--- src/rtl/reg_hex_dumper.sv ---
// reg_hex_dumper: walks a register range and renders each entry as one line of hex ASCII into the framebuffer
// Ports:
//   clk, rst        clock; asynchronous active-low reset
//   start, abort    begin a dump (sampled in IDLE) / terminate a dump in progress
//   first_reg       first register index to dump
//   last_reg        last register index to dump (inclusive, clamped to NUM_REGS-1)
//   base_row        screen row used for first_reg
//   busy, done      dump in progress / one-cycle completion pulse
//   reg_addr        register-file debug read index
//   reg_data        register-file debug read data (combinational from reg_addr)
//   wr_en           framebuffer write request
//   wr_addr         framebuffer character address
//   wr_data         {ascii, ATTR}
//   wr_ready        framebuffer accepts the write when wr_en && wr_ready
module reg_hex_dumper #(
  parameter int          WORD_SIZE   = 32,
  parameter int          NUM_REGS    = 32,
  parameter int          REG_ADDR_W  = 5,
  parameter int          SCREEN_COLS = 80,
  parameter int          ADDR_W      = 13,
  parameter logic [23:0] ATTR        = 24'hFFFFFF,
  parameter bit          LABEL_EN    = 1'b1
) (
  input  logic                  clk,
  input  logic                  rst,
  input  logic                  start,
  input  logic                  abort,
  input  logic [REG_ADDR_W-1:0] first_reg,
  input  logic [REG_ADDR_W-1:0] last_reg,
  input  logic [ADDR_W-1:0]     base_row,
  output logic                  busy,
  output logic                  done,
  output logic [REG_ADDR_W-1:0] reg_addr,
  input  logic [WORD_SIZE-1:0]  reg_data,
  output logic                  wr_en,
  output logic [ADDR_W-1:0]     wr_addr,
  output logic [31:0]           wr_data,
  input  logic                  wr_ready
);
  localparam int C_HEX = WORD_SIZE / 4;
  localparam int C_LBL = LABEL_EN ? 5 : 0;
  localparam int C_CH  = C_LBL + C_HEX;
  localparam int IW    = $clog2(C_CH + 1);
  localparam logic [REG_ADDR_W-1:0] MAX_REG = REG_ADDR_W'(NUM_REGS - 1);

  typedef enum logic [2:0] {IDLE, FETCH, LATCH, EMIT, NEXT_REG, DONE} state_t;

  state_t                state;
  logic [REG_ADDR_W-1:0] first_q, last_q, cur, last_c;
  logic [ADDR_W-1:0]     base_q, row_addr;
  logic [WORD_SIZE-1:0]  sh, sh_nx;
  logic [IW-1:0]         idx;

  function automatic logic [7:0] hex_ch(input logic [3:0] d);
    return d < 4'd10 ? 8'h30 + 8'(d) : 8'h37 + 8'(d);
  endfunction

  // Character i of the line for register r; nib is the hex digit due if i is past the label.
  function automatic logic [7:0] char_at(input logic [3:0] nib, input logic [IW-1:0] i,
                                         input logic [REG_ADDR_W-1:0] r);
    int unsigned n;
    n = 32'(r);
    return int'(i) >= C_LBL ? hex_ch(nib)
         : i == IW'(0) ? 8'h78
         : i == IW'(1) ? 8'(48 + n / 10)
         : i == IW'(2) ? 8'(48 + n % 10)
         : i == IW'(3) ? 8'h3A : 8'h20;
  endfunction

  assign last_c   = last_reg > MAX_REG ? MAX_REG : last_reg;
  // Label characters leave the word untouched; each accepted hex digit shifts the next one to the top.
  assign sh_nx    = int'(idx) >= C_LBL ? sh << 4 : sh;
  assign row_addr = ADDR_W'((32'(base_q) + 32'(cur) - 32'(first_q)) * SCREEN_COLS);

  always_ff @(posedge clk or negedge rst)
    if (!rst) begin
      state    <= IDLE;
      busy     <= 1'b0;
      done     <= 1'b0;
      wr_en    <= 1'b0;
      reg_addr <= '0;
      wr_addr  <= '0;
      wr_data  <= '0;
      first_q  <= '0;
      last_q   <= '0;
      base_q   <= '0;
      cur      <= '0;
      sh       <= '0;
      idx      <= '0;
    end else if (abort && state != DONE) begin
      // Also covers IDLE, so abort beats a simultaneous start.
      state <= IDLE;
      busy  <= 1'b0;
      wr_en <= 1'b0;
    end else
      case (state)
        IDLE: if (start) begin
          first_q  <= first_reg;
          last_q   <= last_c;
          base_q   <= base_row;
          cur      <= first_reg;
          reg_addr <= first_reg;
          state    <= first_reg > last_c ? DONE : FETCH;
          done     <= first_reg > last_c;
          busy     <= first_reg <= last_c;
        end
        FETCH: state <= LATCH;
        LATCH: begin
          sh      <= reg_data;
          idx     <= '0;
          wr_addr <= row_addr;
          wr_data <= {char_at(reg_data[WORD_SIZE-1 -: 4], '0, cur), ATTR};
          wr_en   <= 1'b1;
          state   <= EMIT;
        end
        EMIT: if (wr_ready) begin
          if (int'(idx) == C_CH - 1) begin
            wr_en <= 1'b0;
            state <= NEXT_REG;
          end else begin
            idx     <= idx + IW'(1);
            sh      <= sh_nx;
            wr_addr <= wr_addr + ADDR_W'(1);
            wr_data <= {char_at(sh_nx[WORD_SIZE-1 -: 4], idx + IW'(1), cur), ATTR};
          end
        end
        NEXT_REG: if (cur == last_q) begin
          state <= DONE;
          busy  <= 1'b0;
          done  <= 1'b1;
        end else begin
          cur      <= cur + REG_ADDR_W'(1);
          reg_addr <= cur + REG_ADDR_W'(1);
          state    <= FETCH;
        end
        DONE: begin
          done  <= 1'b0;
          state <= IDLE;
        end
        default: state <= IDLE;
      endcase
endmodule

--- config.mk ---
export PLATFORM = sky130hd
export DESIGN_NAME = reg_hex_dumper
export DESIGN_NICKNAME = d
export VERILOG_FILES = /design/src/rtl/reg_hex_dumper.sv
export SDC_FILE = /design/constraint.sdc
export NUM_CORES = 1
export LEC_CHECK = 0
export ABC_AREA = 1
export CORE_MARGIN = 2
export CORE_UTILIZATION = 45
export CTS_CLUSTER_DIAMETER = 40
export CTS_CLUSTER_SIZE = 10
export DETAILED_ROUTE_END_ITERATION = 8
export GPL_TIMING_DRIVEN = 0
export PLACE_DENSITY_LB_ADDON = 0.3
export SLEW_MARGIN = 10
export SYNTH_ARGS = -nofsm -noshare
export SYNTH_HDL_FRONTEND = slang
export SYNTH_SLANG_ARGS = --single-unit
--- constraint.sdc ---
create_clock -name clk -period 3.8 [get_ports clk]
set_input_delay 0.95 -clock clk [delete_from_list [all_inputs] [get_ports clk]]
set_output_delay 0.95 -clock clk [all_outputs]
set_load 0.02 [all_outputs]
== Word level (Yosys, flattened, before mapping) ==
Index checks and enable logic that the tools add are counted.
Cells by class
  add/sub/neg operators: 9
  $mul: 1
  divide/modulo/power cells: 2
  magnitude comparators: 6
  equality and inequality tests: 21
  mux-type cells: 41
  bitwise logic cells: 1
  reduce and logical (&&, ||, !) cells: 16
Operators by type and width (number)
  32-bit two-way mux: 5
  32-bit case mux with 2 select lines: 2
  5-bit by 4-bit divider with 32-bit output (second input constant): 1
  5-bit by 4-bit modulo with 32-bit output (second input constant): 1
  32-bit by 3-bit multiplier with 9-bit output (second input constant): 1
  8-bit two-way mux: 4
  13-bit two-way mux: 2
  13-bit case mux with 2 select lines: 1
  5-bit two-way mux: 4
  3-bit two-way mux: 6
  6-bit by 8-bit adder with 8-bit output (first input constant): 2
  3-bit inequality test (second input constant): 5
  3-bit case mux with 5 select lines: 1
  14-bit by 5-bit subtractor with 15-bit output: 1
  13-bit by 5-bit adder with 14-bit output: 1
  6-bit by 4-bit adder with 7-bit output (first input constant): 2
  13-bit by 1-bit adder with 13-bit output (second input constant): 1
  2-bit inequality test (second input constant): 6
  3-bit AND reduction: 4
  4-bit AND reduction: 3
  5-bit case mux with 2 select lines: 1
  3-bit nonzero test: 3
  4-bit by 2-bit == test with 1-bit output (second input constant): 2
  4-bit by 3-bit >= comparator with 1-bit output (second input constant): 2
  other kinds (24): 36
Storage, ports and cells
  bits in registers: 115
  input bits: 60
  output and inout bits: 53
  word-level logic and storage cells: 110

== Longest topological paths before layout ==
  depth after elaboration: 10
  depth in mapped cells: 24
  mapped depth without buffers: 24

== Least setup slack after synthesis ==
No wires, ideal clock.
  kind: register -> register
  from: register cur[2]
  to: register wr_addr[12]
  library setup time: 77 ps
  arrival time: 3705 ps
  required time: 3723 ps
  setup slack: 17 ps
  stages on the path, launching flop included: 25
  buffers on the path: 0
  period minus slack after synthesis: 3783 ps
  path through: dfrtp_1 inv_1 fa_1 inv_1 ha_1 a21oi_1 nand2_1 a21o_1 nand2_1 nand2_1 nand2_1 nand2_1 a21oi_1 xnor2_1 ha_1 ha_1 nand2_1 inv_1 nand4_1 o211ai_1 xor2_1 inv_1 nand2_1 nand3_1 a21oi_1
Between the ends
  longest elaborated chain between the ends: 4
Ends and longest elaborated chain
  from (decl): RTL line 49  | logic [REG_ADDR_W-1:0] first_q, last_q, cur, last_c;
  from (signal assigned): RTL line 101  | cur <= first_reg;
  from (signal assigned): RTL line 132  | cur <= cur + REG_ADDR_W'(1);
  13-bit by 5-bit adder with 14-bit output: RTL line 73  | assign row_addr = ADDR_W'((32'(base_q) + 32'(cur) - 32'(first_q)) * SCREEN_COLS);
  14-bit by 5-bit subtractor with 15-bit output: RTL line 73
  32-bit by 3-bit multiplier with 9-bit output: RTL line 73
  13-bit case mux with 2 select lines: RTL line 96  | case (state)
  to (signal assigned): RTL line 111  | wr_addr <= row_addr;
  to (signal assigned): RTL line 123  | wr_addr <= wr_addr + ADDR_W'(1);
  to (decl): RTL line 36  | output logic [ADDR_W-1:0] wr_addr,
No other way between the ends.
A chain may end at the register's enable or synchronous reset.

== Final worst setup path ==
  from: register cur[3]
  to: register wr_addr[12]
The elaborated chain is that of the path after synthesis.

==> results.md <==
- The run finished with clean final reports.
- The count of state elements after synthesis is just under 90.
- The ratio of cells with drive above 1 in the final layout is about 12%.
- The first detailed-routing pass took 5 iterations.
- The share of the Yosys chip area taken by registers is roughly 38%.
- The congestion estimate from routability-driven global placement came to roughly 0.92.
- The library cell with the largest summed area after synthesis is sky130_fd_sc_hd__dfrtp_1.
- The total setup violations reported at the end of the flow is 0.
- With fillers left out, the area of the finished cells amounts to around 0.0076 sq mm.
- The clock net in this run drives a total of 88 sinks.
- The worst hold path belongs to the class flop to flop.
- The largest fanout on the critical path is 6.
- The area of all sequential standard cells is roughly 0.0022 sq mm.
- By count the netlist is led by sky130_fd_sc_hd__nand2_1 (161), sky130_fd_sc_hd__inv_1 (112), sky130_fd_sc_hd__dfrtp_1 (88), sky130_fd_sc_hd__o21ai_0 (86), sky130_fd_sc_hd__a21oi_1 (42).
- The final layout contains slightly below 1000 nets.
- After clock tree synthesis, the clock-pin slew on the worst setup and hold paths is roughly 60 ps.
- The final critical path takes up a little over nine tenths of the cycle.
- The number of buffers inserted by port buffering is between 100 and 150.
- The top cell type's share of synthesized area is approximately 38%.
- After technology mapping, the gate count stands at 749.
- The largest clock skew in the final design is roughly 6.5 ps.
- Clock tree synthesis selected as its root buffer the cell sky130_fd_sc_hd__clkbuf_16.
- The worst path meets setup with 149.8 ps of slack.
- Setup repair after global routing could not meet its margin everywhere.
- OpenSTA, run right after detailed placement, puts the worst setup slack at -238.2 ps.
- The number of failing hold endpoints at the final stage is 0.
- The post-synth net total is 854.
- At the worst endpoint, the arrival time is 3930 ps.
- Yosys printed 0 warnings.
- For the pin with the worst max-slew slack, the measured transition is ~700 ps.
- The leftover overflow at the end of global routing is 0.
- The all-layer global routing usage is a little over a fifth.
- After detailed routing, the number of vias per cell comes to around 4.9.
- The average instance in the mapped netlist occupies ~8 sq um.
- TritonCTS built the clock tree.
- The most frequent cell after synthesis is sky130_fd_sc_hd__nand2_1.
- The number of levels the H-tree was split into is 3.
- The endpoint of the most critical register-to-register path is wr_addr[12]$_DFFE_PN0P_.
- In this run the register-to-register setup slack is roughly 150 ps.
- The DRC violation total after the first TritonRoute iteration is between 300 and 400.
- The worst hold path stage count is 2.
- The detailed router placed around 5200 vias in this run.
- The distinct cell type count of the synthesized netlist is 45.
- From bottom edge to top edge, the die measures ~120 um.
- The floorplan has 41 rows.
- The die outline width is around 120 um.
- The post-layout minimum cycle time is ~3700 ps.
- The first global-routing pass estimated between 20 and 25 mm of wire.
- Relative to the synthesized area, the layout overhead comes to 30.34%.
- The hold slack is about 480 ps.
- The initial antenna violation count is 0.
- The reported max-cap violation count is 0.
- The total CTS buffers is 9.
- The multi-input combinational cells in the finished layout cover a total of 0.002960 sq mm.
- Entering global routing, the biggest net connects 57 pins.
- The startpoint class of the critical path is a flop.
- The number of cells on the worst reg-to-reg path is 23.
- The area of the placeable core is ~0.013 sq mm.
- STA puts the critical path data required time at 4080 ps.
- The number of buffers inserted for hold repair after clock tree synthesis is 0.
- The post-DP HPWL is roughly 10 mm.
- The total count of max-transition violations in the final report is 0.
- The via count of the first global-routing pass is between 5000 and 6000.
- The layout has between 1000 and 1500 filler cells.
- For this run, the leading register cell type out of synthesis is sky130_fd_sc_hd__dfrtp_1.
- The beginning of the worst hold path is wr_data[25]$_DFFE_PN0P_.
- Wires add up to about 14 mm.
- The tightest slew margin relative to the limit is between 50% and 60%.
- The initial standard-cell utilization of the core is a little under half.
- The type of the worst setup path is flop to flop.
- The final antenna-violating net count is 0.
- The maximum clock frequency is 274.0 MHz.
- By area the synthesized netlist is led by sky130_fd_sc_hd__dfrtp_1 (38%), sky130_fd_sc_hd__nand2_1 (10%), sky130_fd_sc_hd__ha_1 (8.4%).
- The worst hold path terminates at wr_data[25]$_DFFE_PN0P_.
- The clock latency on the worst-skew pair is 350 ps.
- The fraction of synthesis flops using an asynchronous set or reset pin is 100.0%.
- The clock passes through at most 2 buffers.
- The number of antenna repair diodes is 0.
- The boundary pin count is 113.
- The total die area is ~0.014 sq mm.
- The worst setup path is captured at a flop.
- After synthesis the cells add up to a little under 0.006 sq mm.
- After detailed routing, the number of remaining DRC violations is 0.
- In this run, synthesis inferred 0 flip-flops with an integrated enable.
- After routing, the total negative slack on setup checks comes to 0 ps.
- The critical register-to-register path startpoint is cur[3]$_DFFE_PN0P_.
- The cell area after placement is about 0.0072 sq mm.
- The detail-routed net length per standard cell is approximately 13 um.
==> how the worst max path moves through the flow <==
stage,startpoint,endpoint
after floorplan,cur[2]$_DFFE_PN0P_,wr_addr[12]$_DFFE_PN0P_
final,cur[3]$_DFFE_PN0P_,wr_addr[12]$_DFFE_PN0P_
after detailed placement,cur[2]$_DFFE_PN0P_,wr_addr[12]$_DFFE_PN0P_
after CTS,cur[2]$_DFFE_PN0P_,wr_addr[12]$_DFFE_PN0P_
after global routing,first_q[1]$_DFFE_PN0P_,wr_addr[12]$_DFFE_PN0P_
after global placement,rst,base_q[7]$_DFFE_PN0P_
==> final cells by class <==
class	count	share of cell area [%]
Multi-Input combinational cell	501	38.87
Sequential cell	88	28.96
Timing Repair Buffer	118	15.41
Inverter	115	5.734
Buffer	45	4.074
Clock buffer	10	3.138
Tap cell	172	2.826
Clock inverter	6	0.9857
==> sequential cells by signal, indices dropped and copies added, names as in the netlist, 3 cells and up <==
signal,flops
base_q,9
first_q,5
wr_addr,13
state,3
cur,5
sh,32
last_q,5
idx,4
wr_data,9
==> cell families (layout without fill, tap and decap cells) <==
family	Yosys count	after routing	synth area share, %
simple gates	268	268	19.79
xor+xnor	18	18	2.698
buf+inv	160	294	12.70
compound gates	166	166	15.95
mux	4	4	0.7708
flops	88	88	37.69
fa+ha+maj	45	45	10.41
==> per-stage QoR <==
stage,std cells,utilization [%]
floorplan,749,-
global placement,1029,56.34
detailed placement,1030,56.54
CTS,1048,59.38
global route,1055,60.11
finish,1055,60.11
==> cell usage in the layout (no fill, tap or decap), drive strengths merged <==
| master | count |
|---|---|
| a21o | 2 |
| a21oi | 42 |
| a22o | 1 |
| a22oi | 3 |
| a2bb2oi | 1 |
| a31oi | 4 |
| a41oi | 1 |
| buf | 46 |
| bufinv | 1 |
| clkbuf | 20 |
| clkdlybuf4s50 | 107 |
| clkinv | 1 |
| clkinvlp | 1 |
| dfrtp | 88 |
| fa | 6 |
| ha | 39 |
| inv | 118 |
| mux2 | 4 |
| nand2 | 165 |
| nand3 | 37 |
| nand4 | 11 |
| nor2 | 39 |
| nor3 | 6 |
| nor3b | 2 |
| o211ai | 9 |
| o21a | 2 |
| o21ai | 93 |
| o221a | 1 |
| o221ai | 2 |
| o22ai | 4 |
| o311ai | 1 |
| or2 | 8 |
| xnor2 | 6 |
| xor2 | 12 |
==> timing repair <==
item                                    CTS  global route
resized for setup                         6            16
endpoints found under the setup margin    2             1
pin swaps                                 1            15
setup buffers                             2             7
cloned                                    0             0
==> critical path, cell delays in order, from the launching register on <==
cell,delay [ps]
sky130_fd_sc_hd__dfrtp_1,350
sky130_fd_sc_hd__buf_4,160
sky130_fd_sc_hd__inv_2,70
sky130_fd_sc_hd__fa_1,530
sky130_fd_sc_hd__inv_1,60
sky130_fd_sc_hd__ha_4,250
sky130_fd_sc_hd__a21o_1,170
sky130_fd_sc_hd__nand2_1,70
sky130_fd_sc_hd__nand2_1,50
sky130_fd_sc_hd__nand2_1,70
sky130_fd_sc_hd__nand2_1,70
sky130_fd_sc_hd__a21oi_2,140
sky130_fd_sc_hd__xnor2_1,80
sky130_fd_sc_hd__ha_1,340
sky130_fd_sc_hd__ha_4,310
sky130_fd_sc_hd__nand2_4,50
sky130_fd_sc_hd__inv_2,50
sky130_fd_sc_hd__nand4_1,70
sky130_fd_sc_hd__o211ai_1,110
sky130_fd_sc_hd__xor2_1,200
sky130_fd_sc_hd__inv_1,50
sky130_fd_sc_hd__nand2_1,70
sky130_fd_sc_hd__nand3_2,90
sky130_fd_sc_hd__a21oi_2,160
==> metal layers <==
metal  track usage [%]  up-vias  share of wire, %
li1                  -     2666                 -
met3             5.426       22               5.4
met4             7.605        0               2.4
met2             32.41      134                45
met5                 0        -                 0
met1             27.99     2398                47
Power is left out: the tool's default activity adds up to more than one toggle a clock period on the data nets, which glitch-free logic cannot reach.
